[src/rtl/mips_core_pkg.sv]
// Shared core types: fetch queue entry layout and default sizing.
package mips_core_pkg;

   localparam int unsigned ADDR_WIDTH = 32;
   localparam int unsigned DATA_WIDTH = 32;
   localparam int unsigned FETCH_QUEUE_DEPTH_LOG2_DEFAULT = 2;

   typedef struct packed {
      logic [ADDR_WIDTH-1:0] pc;
      logic [DATA_WIDTH-1:0] instr;
   } fetch_entry_t;

endpackage

[src/rtl/fetch_queue_storage.sv]
// Register array for the fetch queue: one synchronous write port, one asynchronous read port.
module fetch_queue_storage
   import mips_core_pkg::*;
#(
   parameter int unsigned DEPTH_LOG2 = FETCH_QUEUE_DEPTH_LOG2_DEFAULT
) (
   input  logic                  clk,
   input  logic                  we,
   input  logic [DEPTH_LOG2-1:0] waddr,
   input  fetch_entry_t          wdata,
   input  logic [DEPTH_LOG2-1:0] raddr,
   output fetch_entry_t          rdata
);

   fetch_entry_t mem_q [2**DEPTH_LOG2];

   // Contents are intentionally not reset; pointers and count gate visibility.
   always_ff @(posedge clk) begin
      if (we) begin
         mem_q[waddr] <= wdata;
      end
   end

   assign rdata = mem_q[raddr];

endmodule

[src/rtl/fetch_queue.sv]
// Cache-to-decode fetch FIFO with single-cycle flush.
// Optional same-cycle empty-queue bypass enabled by defining FETCH_QUEUE_BYPASS_EN.
module fetch_queue
   import mips_core_pkg::*;
#(
   parameter int unsigned DEPTH_LOG2 = FETCH_QUEUE_DEPTH_LOG2_DEFAULT
) (
   input  logic                  clk,
   input  logic                  rst_n,
   input  logic                  i_valid,
   input  logic [ADDR_WIDTH-1:0] i_pc,
   input  logic [DATA_WIDTH-1:0] i_instr,
   output logic                  o_ready,
   input  logic                  i_flush,
   output logic                  o_valid,
   output logic [ADDR_WIDTH-1:0] o_pc,
   output logic [DATA_WIDTH-1:0] o_instr,
   input  logic                  i_ready,
   output logic [DEPTH_LOG2:0]   o_count
);

   localparam int unsigned Depth = 2**DEPTH_LOG2;

   logic [DEPTH_LOG2-1:0] wr_ptr_q, wr_ptr_d;
   logic [DEPTH_LOG2-1:0] rd_ptr_q, rd_ptr_d;
   logic [DEPTH_LOG2:0]   count_q, count_d;

   logic         empty;
   logic         bypass;
   logic         wr_en;
   logic         rd_en;
   fetch_entry_t in_entry;
   fetch_entry_t rd_entry;
   fetch_entry_t head;

   assign empty    = (count_q == '0);
   assign o_ready  = (count_q != (DEPTH_LOG2+1)'(Depth));
   assign o_count  = count_q;
   assign in_entry = '{pc: i_pc, instr: i_instr};

`ifdef FETCH_QUEUE_BYPASS_EN
   assign bypass = empty & i_valid;
`else
   assign bypass = 1'b0;
`endif

   assign o_valid = ~i_flush & (~empty | bypass);
   // A bypassed entry consumed in the same cycle never touches storage or the count.
   assign wr_en   = i_valid & o_ready & ~i_flush & ~(bypass & i_ready);
   assign rd_en   = o_valid & i_ready & ~bypass;

   assign head    = bypass ? in_entry : rd_entry;
   assign o_pc    = o_valid ? head.pc : '0;
   assign o_instr = o_valid ? head.instr : '0;

   always_comb begin
      wr_ptr_d = wr_ptr_q;
      rd_ptr_d = rd_ptr_q;
      count_d  = count_q;
      if (wr_en) begin
         wr_ptr_d = wr_ptr_q + DEPTH_LOG2'(1);
      end
      if (rd_en) begin
         rd_ptr_d = rd_ptr_q + DEPTH_LOG2'(1);
      end
      count_d = count_q + {{DEPTH_LOG2{1'b0}}, wr_en} - {{DEPTH_LOG2{1'b0}}, rd_en};
   end

   always_ff @(posedge clk) begin
      if (!rst_n) begin
         wr_ptr_q <= '0;
         rd_ptr_q <= '0;
         count_q  <= '0;
      end else if (i_flush) begin
         wr_ptr_q <= '0;
         rd_ptr_q <= '0;
         count_q  <= '0;
      end else begin
         wr_ptr_q <= wr_ptr_d;
         rd_ptr_q <= rd_ptr_d;
         count_q  <= count_d;
      end
   end

   fetch_queue_storage #(
      .DEPTH_LOG2(DEPTH_LOG2)
   ) u_storage (
      .clk   (clk),
      .we    (wr_en),
      .waddr (wr_ptr_q),
      .wdata (in_entry),
      .raddr (rd_ptr_q),
      .rdata (rd_entry)
   );

endmodule

[config.mk]
export PLATFORM = sky130hd
export DESIGN_NAME = fetch_queue
export DESIGN_NICKNAME = d
export VERILOG_FILES = /design/src/rtl/mips_core_pkg.sv /design/src/rtl/fetch_queue_storage.sv /design/src/rtl/fetch_queue.sv
export SDC_FILE = /design/constraint.sdc
export NUM_CORES = 1
export LEC_CHECK = 0
export ABC_AREA = 1
export CORE_MARGIN = 2
export CORE_UTILIZATION = 40
export DETAILED_ROUTE_END_ITERATION = 6
export DONT_BUFFER_PORTS = 1
export RECOVER_POWER = 25
export SKIP_LAST_GASP = 1
export SLEW_MARGIN = 15
export SYNTH_ARGS = -nofsm -noshare
export SYNTH_HDL_FRONTEND = slang
export SYNTH_SLANG_ARGS = --single-unit
[constraint.sdc]
create_clock -name clk -period 4.1 [get_ports clk]
set_clock_uncertainty 0.1 [all_clocks]
set_input_delay 0.41 -clock clk [delete_from_list [all_inputs] [get_ports clk]]
set_output_delay 0.41 -clock clk [all_outputs]
set_load 0.02 [all_outputs]
==> summary.md <==
| Metric | Value |
|---|---|
| Status | `finished, final reports clean` |
| Syn nets | `898` |
| Avg Cell Area, Syn | `12.7 um^2` |
| Ys Warns | `0` |
| Worst Path Required | `3.59 ns` |
| Gate Count Post-Synth | `822` |
| Gr usage total | `0.157` |
| DRC | `0` |
| Pwr dens | `454 nW/um^2` |
| Total Wirelength | `21700 um` |
| Root Buffer | `clkbuf_16` |
| Peak VDD IR | `0.341 mV` |
| Via count | `6201` |
| Worst skew pair latency | `0.52 ns` |
| Final-report max-slew violation count | `0` |
| Die area | `27300 um^2` |
| Initial antenna violation count | `1` |
| Critical Path Fanout Max | `102` |
| Most area-consuming cells after synthesis | `edfxtp_1 74%, nor2_1 9.8%, o21ai_0 5.7%, a21oi_1 3.1%, dfxtp_1 1.7%` |
| Wire length per cell | `17.7 um` |
| Final worst slack | `0.746 ns` |
| Area growth syn-to-layout | `16.6%` |
| Tcrit/Tclk final | `0.818` |
| Critical Path End Type | `output pin` |
| Setup slack at placement | `1.25 ns` |
| H-tree depth | `1` |
| Finish-stage setup viols | `0` |
| Inserted Clock Buffers | `27` |
| Final Wtd Congestion | `0.726` |
| Worst setup SP type | `flip-flop` |
| Slew @ Worst Pin | `1.01 ns` |
| Area leader, netlist | `edfxtp_1` |
| Top-area cell type share of the netlist area | `0.739` |
| Hold Path Class | `in2reg` |
| Crit path arrival time | `2.84 ns` |
| Final Hold Viols | `0` |
| Mapped Area | `10400 um^2` |
| Final ANT Viol Nets | `0` |
| Static leakage | `4.09 nW` |
| Core Util, Final | `0.470` |
| Slew HR | `0.325` |
| Max cap viols | `0` |
| DR iter-0 viols | `464` |
| Nets | `954` |
| Sink Count | `265` |
| CTS tree | `yes` |
| First-pass GRT wire length | `33500 um` |
| Hpwl dp | `11100 um` |
| Vias per std cell | `5.05` |
| Share of cells above drive strength 1 | `0.0560` |
| Total grt overflow | `0` |
| PortBufs | `0` |
| Die W | `165 um` |
| First-pass iteration count of the detailed router | `4` |
| Die Y | `165 um` |
| RSZ-0062 raised after global routing | `no` |
| CTS clk-pin slew, worst paths | `0.05 ns` |
| Fillers | `2272` |
| Clock buffer depth | `3` |
| Post-CTS setup buffer count | `0` |
| Distinct cell type count of the synthesized netlist | `19` |
| Period minus WS final | `3.35 ns` |
| Initial Utilization | `0.403` |
| I/O pin cnt | `138` |
| Total power | `5.51 mW` |
| Number of global-route vias before repair | `6190` |
| CORE AREA | `25800 um^2` |
| Sequential area share after synthesis | `0.756` |
| Fmax | `298 MHz` |
| Post-CTS sizing | `0` |
| Critical path class | `reg2out` |
| # rows | `59` |
| Post-synthesis register bit count | `265` |
| Largest net degree at the start of global routing | `129` |
-- sequential cells by signal (all words and copies together) (netlist names), named ones only --
signal	flops
wr_ptr_q	2
o_count	3
u_storage.mem_q	256
rd_ptr_q	2
-- final timing paths --
| kind | from | end | slack [ns] | depth (start not counted) |
|---|---|---|---|---|
| max reg2reg | o_count[1] | o_count[2] | 1.36 | 10 |
| max | flip-flop | o_pc[0] | 0.75 | 4 |
| min reg2reg | wr_ptr_q[0] | wr_ptr_q[0] | 0.41 | 2 |
| min | i_ready | flip-flop | 0.02 | 3 |
-- critical path, cell delays in order (launching register included) --
cell and delay (ns):
dfxtp_4 0.35, clkinv_2 0.24, buf_4 0.84, o21ai_0 0.38
a21oi_1 0.46
-- cell usage after synthesis (all sizes together) --
cell type / count
nor2: 271
edfxtp: 256
o21ai: 128
a21oi: 65
buf: 36
inv: 18
nand2: 14
clkbuf: 12
dfxtp: 9
ha: 6
nand3: 3
xor2: 2
fa: 1
nand4: 1
-- per-layer routing --
metal  up-vias  global-route usage  share of wire
met5         -                   0              0
met4         0              0.0474          0.021
met3        33              0.0302          0.059
met2       167               0.275           0.49
met1      2994               0.198           0.43
li1       3007                   -              -
-- report_power, final --
part	switching, mW	internal, mW
logic	0.151	0.0766
registers	0.0124	3.02
clock network	0.927	1.32
-- timing repair --
| item | CTS | global route |
|---|---|---|
| endpoints found under the setup margin | 0 | 0 |
| endpoints found under the hold margin | 257 | 0 |
| hold buffers | 65 | 0 |
-- logic make-up (layout without fill, tap and decap cells) --
| group | after synthesis | count (layout) | synth area share |
|---|---|---|---|
| adder cells (fa/ha/maj) | 7 | 7 | 0.00914 |
| XOR/XNOR | 2 | 2 | 0.00168 |
| flip-flops | 265 | 265 | 0.756 |
| buffers and inverters | 66 | 137 | 0.0356 |
| other | 0 | 1 | 0 |
| AND/OR/NAND/NOR | 289 | 289 | 0.105 |
| AO/OA/AOI/OAI | 193 | 193 | 0.0928 |
-- layout make-up --
type | count | area [um^2] | share of cell area
diodes | 1 | 2.50 | 0.000206
clock buffers | 35 | 706 | 0.0581
clock inverters | 9 | 92.6 | 0.00763
inverters | 18 | 68.8 | 0.00567
multi-input cells | 491 | 2200 | 0.181
flip-flops and latches | 265 | 7870 | 0.649
well taps | 335 | 419 | 0.0345
repair buffers | 75 | 776 | 0.0639
-- per-stage QoR --
step / setup TNS, ns / cell area (um^2) / std cells / hold slack, ns
final: 0 / 12100 / 1229 / 0.0232
after floorplan: -61.64 / 10400 / 822 / 0.373
after CTS: 0 / 12100 / 1228 / 0.000567
after detailed placement: 0 / 10700 / 1119 / 0.409
after global placement: 0 / 10700 / 1119 / 0.400
after global routing: 0 / 12100 / 1228 / 0.0340
-- layout by cell type, fill, tap and decap left out, drive strengths merged, types with 9 or more instances in the layout --
cell	netlist	final
nor2	271	271
edfxtp	256	256
o21ai	128	128
a21oi	65	65
dlygate4sd3	0	65
clkbuf	12	35
inv	18	17
nand2	14	14
buf	36	10
dfxtp	9	9
Note: power is estimated with default switching activity, not from simulation.
==> RTL edit 1 (same settings) <==
Build with the macro `FETCH_QUEUE_BYPASS_EN` defined.
--- a/src/rtl/fetch_queue.sv
+++ b/src/rtl/fetch_queue.sv
@@ -1,5 +1,7 @@
 // Cache-to-decode fetch FIFO with single-cycle flush.
 // Optional same-cycle empty-queue bypass enabled by defining FETCH_QUEUE_BYPASS_EN.
+`define FETCH_QUEUE_BYPASS_EN
+
 module fetch_queue
    import mips_core_pkg::*;
 #(
Function: changed (a bounded check fails within 4 cycles, from zero or initial values).
==> RTL edit 1 against the unedited design <==
Core utilization grew 0.65 points; sequential cell count is the same; first-iteration DRC count grew 11%; power grew 13%; setup slack lost 0.013 ns; critical path depth grew 1; wire length grew 15%; cell area grew 12%; via count grew 20%; synthesized area grew 11%; synthesized cell count grew 31%; critical path type unchanged.
==> RTL edit 1: results <==
[outcome]
status = complete, no violations

[global_route]
grt_pass1_wl_microns = 39800
grt_pass1_vias = 7417
grt_usage = 0.165
use_met2 = 0.276
grt_max_degree = 69
use_met3 = 0.0287
use_met1 = 0.224

[finish]
multiInputGateArea_sq_mm = 0.00307
drive_above_1_share = 0.0697
buf_share = 0.0629
design_area_sq_mm = 0.0136
utilization = 0.476
nMultiInputCombCells = 676
nets = 1201
clkCellAreaFrac = 0.0766
n_fill_cell = 2576

[worst_hold_path]
whs_path_depth = 2
min_from = rst_n

[detailed_routing]
wl_met2_microns = 12000
drt-pass1-iter-count = 5
wl_per_cell_microns = 16.4
via_per_inst = 4.87
num_vias = 7459
dr.first_iter.drc_count = 514

[synth]
netlist-cell-type-count = 24
syn-instance-count = 1075
synthTopCellsByArea = edfxtp_1, nand2_1, nand3_1, or2_0, inv_1

[worst_setup_path]
worst_path_max_delay_cell = dfxtp_4
max_stage_delay_ns = 0.77
r2r_cells = 5
crit_end = o_instr[14]
crit_arrival_ns = 2.86

[placed_design]
dp_hpwl_microns = 14200
pre_cts_ws_ns = 1.14
gp_congestion = 0.732
place_area_sq_mm = 0.0119

[power_and_ir_drop]
max-vdd-ir-drop_uv = 282
switching_share = 0.208

[sta]
finalHoldWorstSlack_ns = 0.0389
relSlewSlack = 0.435

[cts]
cts_hold_buf = 66
## RTL edit 1: cell types whose count changed after synthesis, sizes merged, moves of 2 or more
cell	unedited run	this run
buf	36	52
nor2	271	61
nand2	14	337
a21oi	65	6
or2	0	54
clkbuf	12	10
nand3	3	167
o21ai	128	41
inv	18	72
## RTL edit 1: power groups by stage
stage               clock [uW]  sequential [uW]  combinational (uW)
floorplan                    0             3080                 266
global placement             0             3080                 317
detailed placement           0             3080                 321
CTS                       2850             3020                 401
global route              2980             3030                 441
finish                    2800             3020                 395
## RTL edit 1: cells by family (layout without fill, tap and decap cells)
kind of cell,Yosys count,in the layout,synth area share
and+or+nand+nor,620,620,0.233
DFF,265,265,0.683
buffers and inverters,134,206,0.0531
AOI/OAI and AO/OA,47,47,0.0204
adders and majority gates,7,7,0.00826
xor gates and xnor gates,2,2,0.00152
==> RTL edit 2 (same flow settings) <==
Without the edit above. Put one more register stage on the output `o_count`, with the module's reset. The value now appears one clock later. The other outputs are not delayed to match.
--- a/src/rtl/fetch_queue.sv
+++ b/src/rtl/fetch_queue.sv
@@ -35,7 +35,13 @@
 
    assign empty    = (count_q == '0);
    assign o_ready  = (count_q != (DEPTH_LOG2+1)'(Depth));
-   assign o_count  = count_q;
+   always_ff @(posedge clk) begin
+      if (!rst_n) begin
+         o_count <= '0;
+      end else begin
+         o_count <= count_q;
+      end
+   end
    assign in_entry = '{pc: i_pc, instr: i_instr};
 
 `ifdef FETCH_QUEUE_BYPASS_EN
Behaviour: not the same (Yosys sat finds a counterexample within 4 cycles, from zero or initial values and one cycle with rst_n low).
==> RTL edit 2 against the unedited design <==
Sequential cell count grew 3; wire length increased by 0.25%; power rose by 1.9%; cell area up 1.3%; setup slack improved by 0.38 ns; largest cell class unchanged; synthesized area increased by 0.78%; highest routed layer unchanged; worst hold slack better by 0.076 ns; global-route usage barely moved.
==> RTL edit 2: results <==
[global_route]
antenna_found_initial = 1
grt_usage = 0.157
grt_max_degree = 81
grt_pass1_wl_microns = 33900
grt_pass1_vias = 6220

[synth]
synth_nets = 908
synth_common_cells = nor2_1, edfxtp_1, o21ai_0, a21oi_1, inv_1
ys_seq_area_frac = 0.756
async_flop_share = 0
synth-edff-count = 256
synthFlopType = edfxtp_1
yosysWarnings = 0
synth_most_common_cell = nor2_1
synthTopCellsByArea = edfxtp_1, nor2_1, o21ai_0, a21oi_1, dfxtp_1
netlist-cell-type-count = 18

[cts]
cts_max_level = 1
clockRootBuffer = clkbuf_16
post_cts_buffers = 0
cts_hold_buf = 66
cts_buffer_depth = 3
clk_latency_ns = 0.53
path_clk_slew_ns = 0.06
ctsResizeCount = 0
cts_made_buffers = 28

[placed_design]
pre_cts_ws_ns = 1.42
place_area_sq_mm = 0.0108
gp_congestion = 0.739
dp_hpwl_microns = 11200
io_buffers = 0

[worst_setup_path]
crit_arrival_ns = 2.47
crit_fanout = 56
worst_path_max_delay_cell = a21oi_1
max_stage_delay_ns = 0.56

[finish]
n_fill_cell = 2243
reg.largest.list = u_storage.mem_q x256, count_q x3, o_count x3
drive_above_1_share = 0.0647
nets = 970

[power_and_ir_drop]
power.internal_uw = 4520
max-vdd-ir-drop_uv = 358
power.leakage_uw = 0.00420

[worst_hold_path]
hp-class = in -> reg

[detailed_routing]
drt-pass1-iter-count = 4
wl_microns = 21800
drc = 0
dr.first_iter.drc_count = 428
via_per_inst = 4.97

[sta]
worstMarginPinSlew_ns = 0.892

[outcome]
status = complete, no violations
[RTL edit 2: area by class of cell]
class	instances	area, sq um	area share
inverter	22	83.8	0.00682
clock buffer	42	795	0.0646
multi-input combinational	494	2210	0.180
clock inverter	6	56.3	0.00458
sequential	268	7930	0.645
antenna	1	2.50	0.000203
timing repair buffer	80	803	0.0653
tap	335	419	0.0341
[RTL edit 2: worst max-delay path, delay by kind of cell, from the launching register on]
kind                   cells  cell delay (ns)
buffers and inverters      2             0.81
AO/OA/AOI/OAI              2             0.73
flip-flops                 1             0.35
[RTL edit 2: path summary, 6_finish.rpt]
path | start | to | slack [ns] | cells past startpoint
setup / recovery | flip-flop | o_pc[1] | 1.12 | 4
setup reg to reg | count_q[1] | count_q[2] | 1.44 | 10
hold / removal | i_flush | count_q[0] | 0.1 | 3
hold reg to reg | count_q[2] | o_count[2] | 0.36 | 2
[RTL edit 2: kinds of logic after synthesis]
kind of cell | synth area share
XOR/XNOR | 0.000835
AO/OA/AOI/OAI | 0.0930
flip-flops | 0.756
buffers and inverters | 0.0367
adder cells (fa/ha/maj) | 0.00907
AND/OR/NAND/NOR | 0.104
[RTL edit 2: power groups by stage]
stage          Combinational [uW]  Clock, uW  Sequential, uW
2_1_floorplan                 114          0            3130
3_3_place_gp                  154          0            3120
4_1_cts                       232       2380            3070
3_5_place_dp                  155          0            3120
6_report                      229       2320            3070
5_1_grt                       255       2500            3070
[RTL edit 2: through the flow]
step | util | instances | power (uW)
after floorplan | - | 832 | 3240
after global placement | 0.416 | 1133 | 3280
after detailed placement | 0.416 | 1133 | 3280
after CTS | 0.475 | 1247 | 5680
after global routing | 0.475 | 1248 | 5820
final | 0.475 | 1248 | 5620
[RTL edit 2: per-layer routing]
layer	global-route usage	wire length, microns
met1	0.194	9310
met2	0.272	10600
met3	0.0396	1420
met4	0.0465	416
met5	0	0
